==> src/rtl/xoodyak_ise_issue_pkg.sv <==
// Shared constants and types for the Xoodyak ISE issue stage.
// Contents:
//   ISE_OPCODE        major opcode carrying the Xoodyak custom instructions
//   F3_ROLI/ROLIW/ANDN funct3 selectors for the three supported operations
//   FIFO_DEPTH        result buffer depth (two entries)
//   op_sel_t          one-hot operation select plus illegal-encoding flag
//   rsp_entry_t       one buffered result {rd, idx, err}
//   decode_op()       instruction word -> op_sel_t
//   sext32()          sign-extend a 32-bit value to 64 bits
package xoodyak_ise_issue_pkg;

   localparam logic [6:0]  ISE_OPCODE = 7'b0101011;
   localparam logic [2:0]  F3_ROLI    = 3'b000;
   localparam logic [2:0]  F3_ROLIW   = 3'b001;
   localparam logic [2:0]  F3_ANDN    = 3'b010;
   localparam int unsigned FIFO_DEPTH = 2;

   typedef logic [1:0] occ_t;
   localparam occ_t OCC_EMPTY = 2'd0;
   localparam occ_t OCC_FULL  = 2'(FIFO_DEPTH);

   typedef struct packed {
      logic roli;
      logic roliw;
      logic andn;
      logic err;
   } op_sel_t;

   typedef struct packed {
      logic [63:0] rd;
      logic [4:0]  idx;
      logic        err;
   } rsp_entry_t;

   // Anything that is not the ISE opcode with a known funct3 is flagged and
   // selects no operation, so the ISE output is never trusted for it.
   function automatic op_sel_t decode_op(input logic [31:0] instr);
      op_sel_t sel;
      sel = '0;
      if (instr[6:0] != ISE_OPCODE) begin
         sel.err = 1'b1;
      end else begin
         case (instr[14:12])
            F3_ROLI:  sel.roli  = 1'b1;
            F3_ROLIW: sel.roliw = 1'b1;
            F3_ANDN:  sel.andn  = 1'b1;
            default:  sel.err   = 1'b1;
         endcase
      end
      return sel;
   endfunction

   function automatic logic [63:0] sext32(input logic [31:0] v);
      return {{32{v[31]}}, v};
   endfunction

endpackage

==> src/rtl/xoodyak_ise_issue_if.sv <==
// Request/response bus between the core pipeline and the ISE issue stage.
// Request side : req_valid, req_ready, req_instr[31:0], req_rs1[63:0], req_rs2[63:0]
// Response side: rsp_valid, rsp_ready, rsp_rd[63:0], rsp_idx[4:0], rsp_err
// master = pipeline (offers requests, consumes results); slave = issue stage.
interface xoodyak_ise_issue_if;

   logic        req_valid;
   logic        req_ready;
   logic [31:0] req_instr;
   logic [63:0] req_rs1;
   logic [63:0] req_rs2;
   logic        rsp_valid;
   logic        rsp_ready;
   logic [63:0] rsp_rd;
   logic [4:0]  rsp_idx;
   logic        rsp_err;

   modport master (
      output req_valid, req_instr, req_rs1, req_rs2, rsp_ready,
      input  req_ready, rsp_valid, rsp_rd, rsp_idx, rsp_err
   );

   modport slave (
      input  req_valid, req_instr, req_rs1, req_rs2, rsp_ready,
      output req_ready, rsp_valid, rsp_rd, rsp_idx, rsp_err
   );

endinterface

==> src/rtl/xoodyak_ise_issue_rv64b.sv <==
// Combinational RV64 bit-manipulation unit used by the Xoodyak ISE.
// Ports:
//   rs1, rs2  [63:0] in  source operands
//   imm       [4:0]  in  rotate amount
//   op_roli          in  rd = rs1 rotated left by imm (64-bit)
//   op_roliw         in  rd = {32'h0, rs1[31:0] rotated left by imm}
//   op_andn          in  rd = rs1 & ~rs2
//   rd        [63:0] out result, zero when no op is selected
module xoodyak_ise_issue_rv64b (
   input  logic [63:0] rs1,
   input  logic [63:0] rs2,
   input  logic [4:0]  imm,
   input  logic        op_roli,
   input  logic        op_roliw,
   input  logic        op_andn,
   output logic [63:0] rd
);

   logic [63:0] roli_s;
   logic [31:0] roliw_s;
   logic [63:0] andn_s;

   // Datapaths; a right shift by the full width yields zero, so imm=0 is exact.
   always_comb begin
      roli_s  = (rs1 << imm) | (rs1 >> (7'd64 - {2'b00, imm}));
      roliw_s = (rs1[31:0] << imm) | (rs1[31:0] >> (6'd32 - {1'b0, imm}));
      andn_s  = rs1 & ~rs2;
   end

   // Result select; selects are one-hot from the decoder.
   always_comb begin
      rd = 64'd0;
      if (op_roli) begin
         rd = roli_s;
      end else if (op_roliw) begin
         rd = {32'd0, roliw_s};
      end else if (op_andn) begin
         rd = andn_s;
      end else begin
         rd = 64'd0;
      end
   end

endmodule

==> src/rtl/xoodyak_ise_issue.sv <==
// Issue stage for the Xoodyak custom instructions (roli, roliw, andn).
// A request is decoded and executed combinationally in its accept cycle and
// the result is parked in a 2-entry FIFO until writeback consumes it.
// Ports:
//   g_clk      in   clock, all state on the rising edge
//   g_rst      in   asynchronous active-high reset
//   flush      in   discard every buffered result
//   bus        slave side of xoodyak_ise_issue_if (request/response handshakes)
//   op_count   out  [31:0] accepted-request counter, wraps
module xoodyak_ise_issue
   import xoodyak_ise_issue_pkg::*;
(
   input  logic                 g_clk,
   input  logic                 g_rst,
   input  logic                 flush,
   xoodyak_ise_issue_if.slave   bus,
   output logic [31:0]          op_count
);

   op_sel_t     sel_s;
   logic [63:0] ise_rd_s;
   rsp_entry_t  entry_s;
   rsp_entry_t  fifo_r [FIFO_DEPTH];
   logic        wr_ptr_r;
   logic        rd_ptr_r;
   occ_t        occ_r;
   logic        push_s;
   logic        pop_s;
   logic [31:0] op_count_r;
   logic [31:0] op_count_nxt_s;

   assign sel_s = decode_op(bus.req_instr);

   xoodyak_ise_issue_rv64b u_rv64b (
      .rs1      (bus.req_rs1),
      .rs2      (bus.req_rs2),
      .imm      (bus.req_instr[24:20]),
      .op_roli  (sel_s.roli),
      .op_roliw (sel_s.roliw),
      .op_andn  (sel_s.andn),
      .rd       (ise_rd_s)
   );

   // Build the FIFO entry; roliw is widened here, illegal encodings force rd=0.
   always_comb begin
      entry_s     = '0;
      entry_s.idx = bus.req_instr[11:7];
      entry_s.err = sel_s.err;
      if (sel_s.err) begin
         entry_s.rd = 64'd0;
      end else if (sel_s.roliw) begin
         entry_s.rd = sext32(ise_rd_s[31:0]);
      end else begin
         entry_s.rd = ise_rd_s;
      end
   end

   // ready/valid come only from occupancy, so rsp_ready never reaches req_ready.
   assign bus.req_ready = (occ_r != OCC_FULL);
   assign bus.rsp_valid = (occ_r != OCC_EMPTY);

   // flush overrides both handshakes in its cycle.
   assign push_s = bus.req_valid & bus.req_ready & ~flush;
   assign pop_s  = bus.rsp_valid & bus.rsp_ready & ~flush;

   assign op_count_nxt_s = op_count_r + {31'd0, push_s};

   // FIFO storage, pointers and occupancy; with two entries a pointer is one
   // bit and advancing it is a toggle.
   always_ff @(posedge g_clk or posedge g_rst) begin
      if (g_rst) begin
         for (int i = 0; i < int'(FIFO_DEPTH); i++) begin
            fifo_r[i] <= '0;
         end
         wr_ptr_r <= 1'b0;
         rd_ptr_r <= 1'b0;
         occ_r    <= OCC_EMPTY;
      end else if (flush) begin
         wr_ptr_r <= 1'b0;
         rd_ptr_r <= 1'b0;
         occ_r    <= OCC_EMPTY;
      end else begin
         if (push_s) begin
            fifo_r[wr_ptr_r] <= entry_s;
            wr_ptr_r         <= ~wr_ptr_r;
         end
         if (pop_s) begin
            rd_ptr_r <= ~rd_ptr_r;
         end
         case ({push_s, pop_s})
            2'b10:   occ_r <= occ_r + 2'd1;
            2'b01:   occ_r <= occ_r - 2'd1;
            default: occ_r <= occ_r;
         endcase
      end
   end

   // Accepted-request counter; wraps naturally at 32 bits.
   always_ff @(posedge g_clk or posedge g_rst) begin
      if (g_rst) begin
         op_count_r <= 32'd0;
      end else begin
         op_count_r <= op_count_nxt_s;
      end
   end

   assign bus.rsp_rd  = fifo_r[rd_ptr_r].rd;
   assign bus.rsp_idx = fifo_r[rd_ptr_r].idx;
   assign bus.rsp_err = fifo_r[rd_ptr_r].err;
   assign op_count    = op_count_r;

endmodule

==> src/flat_wrapper.sv <==
// flat-port wrapper written by rule: the top's interface ports become plain ports
module xoodyak_ise_issue_flat import xoodyak_ise_issue_pkg::*;
  (g_clk, g_rst, flush, op_count, bus_req_valid, bus_req_instr, bus_req_rs1, bus_req_rs2, bus_rsp_ready, bus_req_ready, bus_rsp_valid, bus_rsp_rd, bus_rsp_idx, bus_rsp_err);
  xoodyak_ise_issue_if bus_i ();
  input  logic g_clk;
  input  logic g_rst;
  input  logic flush;
  output logic [31:0] op_count;
  input wire logic [$bits(bus_i.req_valid)-1:0] bus_req_valid;
  input wire logic [$bits(bus_i.req_instr)-1:0] bus_req_instr;
  input wire logic [$bits(bus_i.req_rs1)-1:0] bus_req_rs1;
  input wire logic [$bits(bus_i.req_rs2)-1:0] bus_req_rs2;
  input wire logic [$bits(bus_i.rsp_ready)-1:0] bus_rsp_ready;
  output wire logic [$bits(bus_i.req_ready)-1:0] bus_req_ready;
  output wire logic [$bits(bus_i.rsp_valid)-1:0] bus_rsp_valid;
  output wire logic [$bits(bus_i.rsp_rd)-1:0] bus_rsp_rd;
  output wire logic [$bits(bus_i.rsp_idx)-1:0] bus_rsp_idx;
  output wire logic [$bits(bus_i.rsp_err)-1:0] bus_rsp_err;
  assign bus_i.req_valid = bus_req_valid;
  assign bus_i.req_instr = bus_req_instr;
  assign bus_i.req_rs1 = bus_req_rs1;
  assign bus_i.req_rs2 = bus_req_rs2;
  assign bus_i.rsp_ready = bus_rsp_ready;
  assign bus_req_ready = bus_i.req_ready;
  assign bus_rsp_valid = bus_i.rsp_valid;
  assign bus_rsp_rd = bus_i.rsp_rd;
  assign bus_rsp_idx = bus_i.rsp_idx;
  assign bus_rsp_err = bus_i.rsp_err;
  xoodyak_ise_issue u_core (.g_clk(g_clk), .g_rst(g_rst), .flush(flush), .bus(bus_i), .op_count(op_count));
endmodule
==> config.mk <==
export PLATFORM = sky130hd
export DESIGN_NAME = xoodyak_ise_issue_flat
export DESIGN_NICKNAME = d
export VERILOG_FILES = /design/src/rtl/xoodyak_ise_issue_pkg.sv /design/src/rtl/xoodyak_ise_issue_if.sv /design/src/rtl/xoodyak_ise_issue_rv64b.sv /design/src/rtl/xoodyak_ise_issue.sv /design/src/flat_wrapper.sv
export SDC_FILE = /design/constraint.sdc
export NUM_CORES = 1
export LEC_CHECK = 0
export CORE_MARGIN = 4
export CORE_UTILIZATION = 32
export DETAILED_ROUTE_END_ITERATION = 8
export PLACE_DENSITY = 0.52
export SYNTH_ARGS = -nofsm -noshare
export SYNTH_HDL_FRONTEND = slang
export SYNTH_HIERARCHICAL = 1
export SYNTH_SLANG_ARGS = --single-unit
==> constraint.sdc <==
create_clock -name g_clk -period 14.77 [get_ports g_clk]
set_input_delay 4.431 -clock g_clk [delete_from_list [all_inputs] [get_ports g_clk]]
set_output_delay 4.431 -clock g_clk [all_outputs]
set_load 0.005 [all_outputs]
==> impl_metrics.csv <==
group,metric,value,unit
yosys,avgSynthCellArea,9.46,um2
drt,viasPerCell,6.25,
critical_path,r2r_cells,4,
drt,routedWlPerCell,29.4,um
timing,tightest_slew,1.10,ns
cts,ctsResizeCount,0,
drt,drtAntennaViolNets,0,
timing,grt_setup_unrepaired,"false",
floorplan,rows,86,
drt,vias,17500,
final_layout,final_util,0.389,
drt,route.met3.wl,7690,um
drt,wl_met2,36200,um
yosys,ys_async_sr_fraction,1.00,
drt,wl_met1,36100,um
run_status,outcome,"finished, final reports clean",
global_routing,grt_max_degree,98,
cts,post_cts_buffers,0,
place,numPortBuffers,256,
yosys,syn-num-nets,2074,
floorplan,start_util,0.325,
worst_hold_path,min_path_type,"reg2reg",
yosys,synth-seq-area-share,0.244,
global_routing,grt_pass1_wl,119000,um
timing,drv_slew,0,
flow_run,cap_violations,0,
floorplan,die_area,0.0602,mm2
timing,fmax,112,MHz
yosys,yosys_warnings,6,
critical_path,critical_path_required,15.10,ns
yosys,ys_seq_elements,176,
cts,cts_max_level,4,
final_layout,syn_to_final_growth,19.6,%
timing,setup_tns,0,ns
place,dp.cells,2764,
yosys,synth-edff-count,0,
place,dp_slack,5.53,ns
drt,dr.first_iter.drc_count,2097,
final_layout,instances_no_fill,2798,
critical_path,crit_path_start_kind,"primary input",
critical_path,rrSetupSlack,12.16,ns
yosys,ys.flop_type,"dfrtp_1",
cts,cts_tree,"built",
worst_hold_path,hold_path.startpoint,"u_core/op_count[31]",
cts,numClockSinks,176,
pwr,p_leak,8.68,nW
critical_path,r2r-start,"u_core/occ_r[0]",
cts,numCtsBuffers,17,
global_routing,antenna_found_initial,0,
pwr,worst_ir_drop_vdd,58.3,uV
final_layout,mostFrequentLayoutCell,"clkdlybuf4s50_1",
cts,clk-insertion-delay-late,0.45,ns
timing,setup_violations,0,
timing,hold_viol_final,0,
critical_path,crit_path_max_fanout,64,
worst_hold_path,holdPathEnd,"u_core/op_count[31]",
timing,fin_crit,8.93,ns
floorplan,die_h,245,um
worst_hold_path,min_path_cells,1,
critical_path,reg2reg_to,"u_core/fifo_r[72]",
drt,top_layer_used,"met4",
drt,dr.pass1.iters,5,
final_layout,nets,2203,
cts,clk_pin_slew_worst_paths,0.07,ns
critical_path,arrival,9.25,ns
critical_path,critPathKind,"in2reg",
final_layout,drive_gt1_frac,0.206,
floorplan,core-area,0.0554,mm2
timing,relSlewSlack,0.268,
timing,setup_ws,5.84,ns
place,place_hpwl,61000,um
cts,holdBufCountCts,0,
drt,routed_wl,82200,um
floorplan,io_pins,269,
floorplan,die-width,245,um
place,place.gp.congestion,1.04,
yosys,synthesis.area,0.0180,mm2
global_routing,grt_usage,0.264,
cts,clockBufferDepth,2,
final_layout,fillers,5605,
cts,clockRootBuffer,"clkbuf_16",
final_layout,layout_common_cells,"clkdlybuf4s50_1 (251), nand2_1 (201), mux2_2 (177)",
pwr,p_per_area,72.8,mW/mm2
global_routing,overflow,0,
global_routing,first_global_vias,16800,
timing,fin_crit_sh,0.604,
yosys,yosysUniqueCellTypes,81,
timing,finalClockSkew,0.0128,ns
drt,drc,0,
critical_path,critPathCaptureType,"flip-flop",
yosys,syn_inst,1906,
-- synth_stat cells (8+ instances only) --
cell | count | area [um2]
buf_6 | 10 | 113
buf_4 | 19 | 143
a2bb2oi_1 | 8 | 70.1
a31oi_1 | 36 | 225
a211o_1 | 9 | 78.8
nand3_1 | 45 | 225
and3_1 | 14 | 87.6
o221ai_1 | 13 | 114
a221oi_1 | 11 | 96.3
clkbuf_1 | 89 | 334
a22oi_1 | 12 | 90.1
nor3b_1 | 10 | 75.1
o211ai_1 | 17 | 128
nor3_1 | 15 | 75.1
a211oi_1 | 79 | 593
nand4_1 | 20 | 125
nand3b_1 | 19 | 143
inv_1 | 54 | 203
nand2b_1 | 41 | 257
buf_2 | 59 | 295
nor2_1 | 101 | 379
xnor2_1 | 26 | 228
o22ai_1 | 10 | 62.6
o21ai_0 | 147 | 736
dfrtp_1 | 176 | 4400
nand2_1 | 201 | 754
mux2i_1 | 98 | 981
mux4_2 | 137 | 3090
a21o_1 | 72 | 541
mux2_2 | 177 | 1990
o21ai_1 | 11 | 55.1
a21oi_1 | 48 | 240
-- report_power, final --
part           leakage (nW)  internal (mW)  switching (mW)
clock                 0.284          0.230           0.214
sequential             2.42          0.500          0.0167
combinational          5.98          0.257           0.352
total                  8.68          0.987           0.583
-- layout make-up --
| type | instances | area [um2] | area share |
|---|---|---|---|
| Sequential cell | 176 | 4410 | 0.204 |
| Clock inverter | 14 | 141 | 0.00656 |
| Clock buffer | 18 | 439 | 0.0204 |
| Tap cell | 748 | 936 | 0.0434 |
| Antenna cell | 2 | 5.00 | 0.000232 |
| Inverter | 55 | 211 | 0.00981 |
| Multi-Input combinational cell | 1491 | 12600 | 0.584 |
| Timing Repair Buffer | 294 | 2830 | 0.131 |
-- registers in the layout, indices dropped and copies added, names as in the netlist --
register         count
u_core/op_count     32
u_core/occ_r         2
u_core/fifo_r      140
u_core/wr_ptr_r      1
u_core/rd_ptr_r      1
-- metal layers --
layer | track usage | vias up
li1 | - | 7551
met1 | 0.384 | 8792
met2 | 0.407 | 1006
met3 | 0.0488 | 128
met4 | 0.0632 | 0
met5 | 0 | -
-- worst max-delay path: stages --
cell	delay (ns)
buf_2	0.57
buf_4	0.71
o31ai_2	0.29
nand2_2	0.51
buf_4	0.49
mux2i_1	0.37
o221ai_1	0.18
a221oi_1	0.31
a21oi_1	0.21
nand3b_1	0.16
buf_4	0.56
a211oi_1	0.18
a21o_1	0.20
-- cells by family after synthesis --
group / synth area share
xor+xnor: 0.0194
mux: 0.336
compound gates: 0.196
simple gates: 0.140
buf+inv: 0.0620
fa+ha+maj: 0.00208
flops: 0.244
-- through the flow --
step	instance area, um2	hold slack (ns)	power, mW
after floorplan	18000	0.444	0.881
after global placement	21000	0.452	1.12
after detailed placement	21000	0.460	1.12
after CTS	21600	0.476	1.57
after global routing	21600	0.486	1.63
final	21600	0.469	1.57
-- worst max-delay path by stage --
stage                            startpoint           endpoint  slack, ns
after floorplan                       g_rst   u_core/fifo_r[0]       5.57
after global placement    bus_req_instr[21]  u_core/fifo_r[57]       5.61
after detailed placement  bus_req_instr[21]  u_core/fifo_r[67]       5.53
after CTS                 bus_req_instr[21]  u_core/fifo_r[67]       6.03
after global routing      bus_req_instr[20]  u_core/fifo_r[69]       5.71
final                     bus_req_instr[21]  u_core/fifo_r[67]       5.84
(Power assumes the default switching activity.)
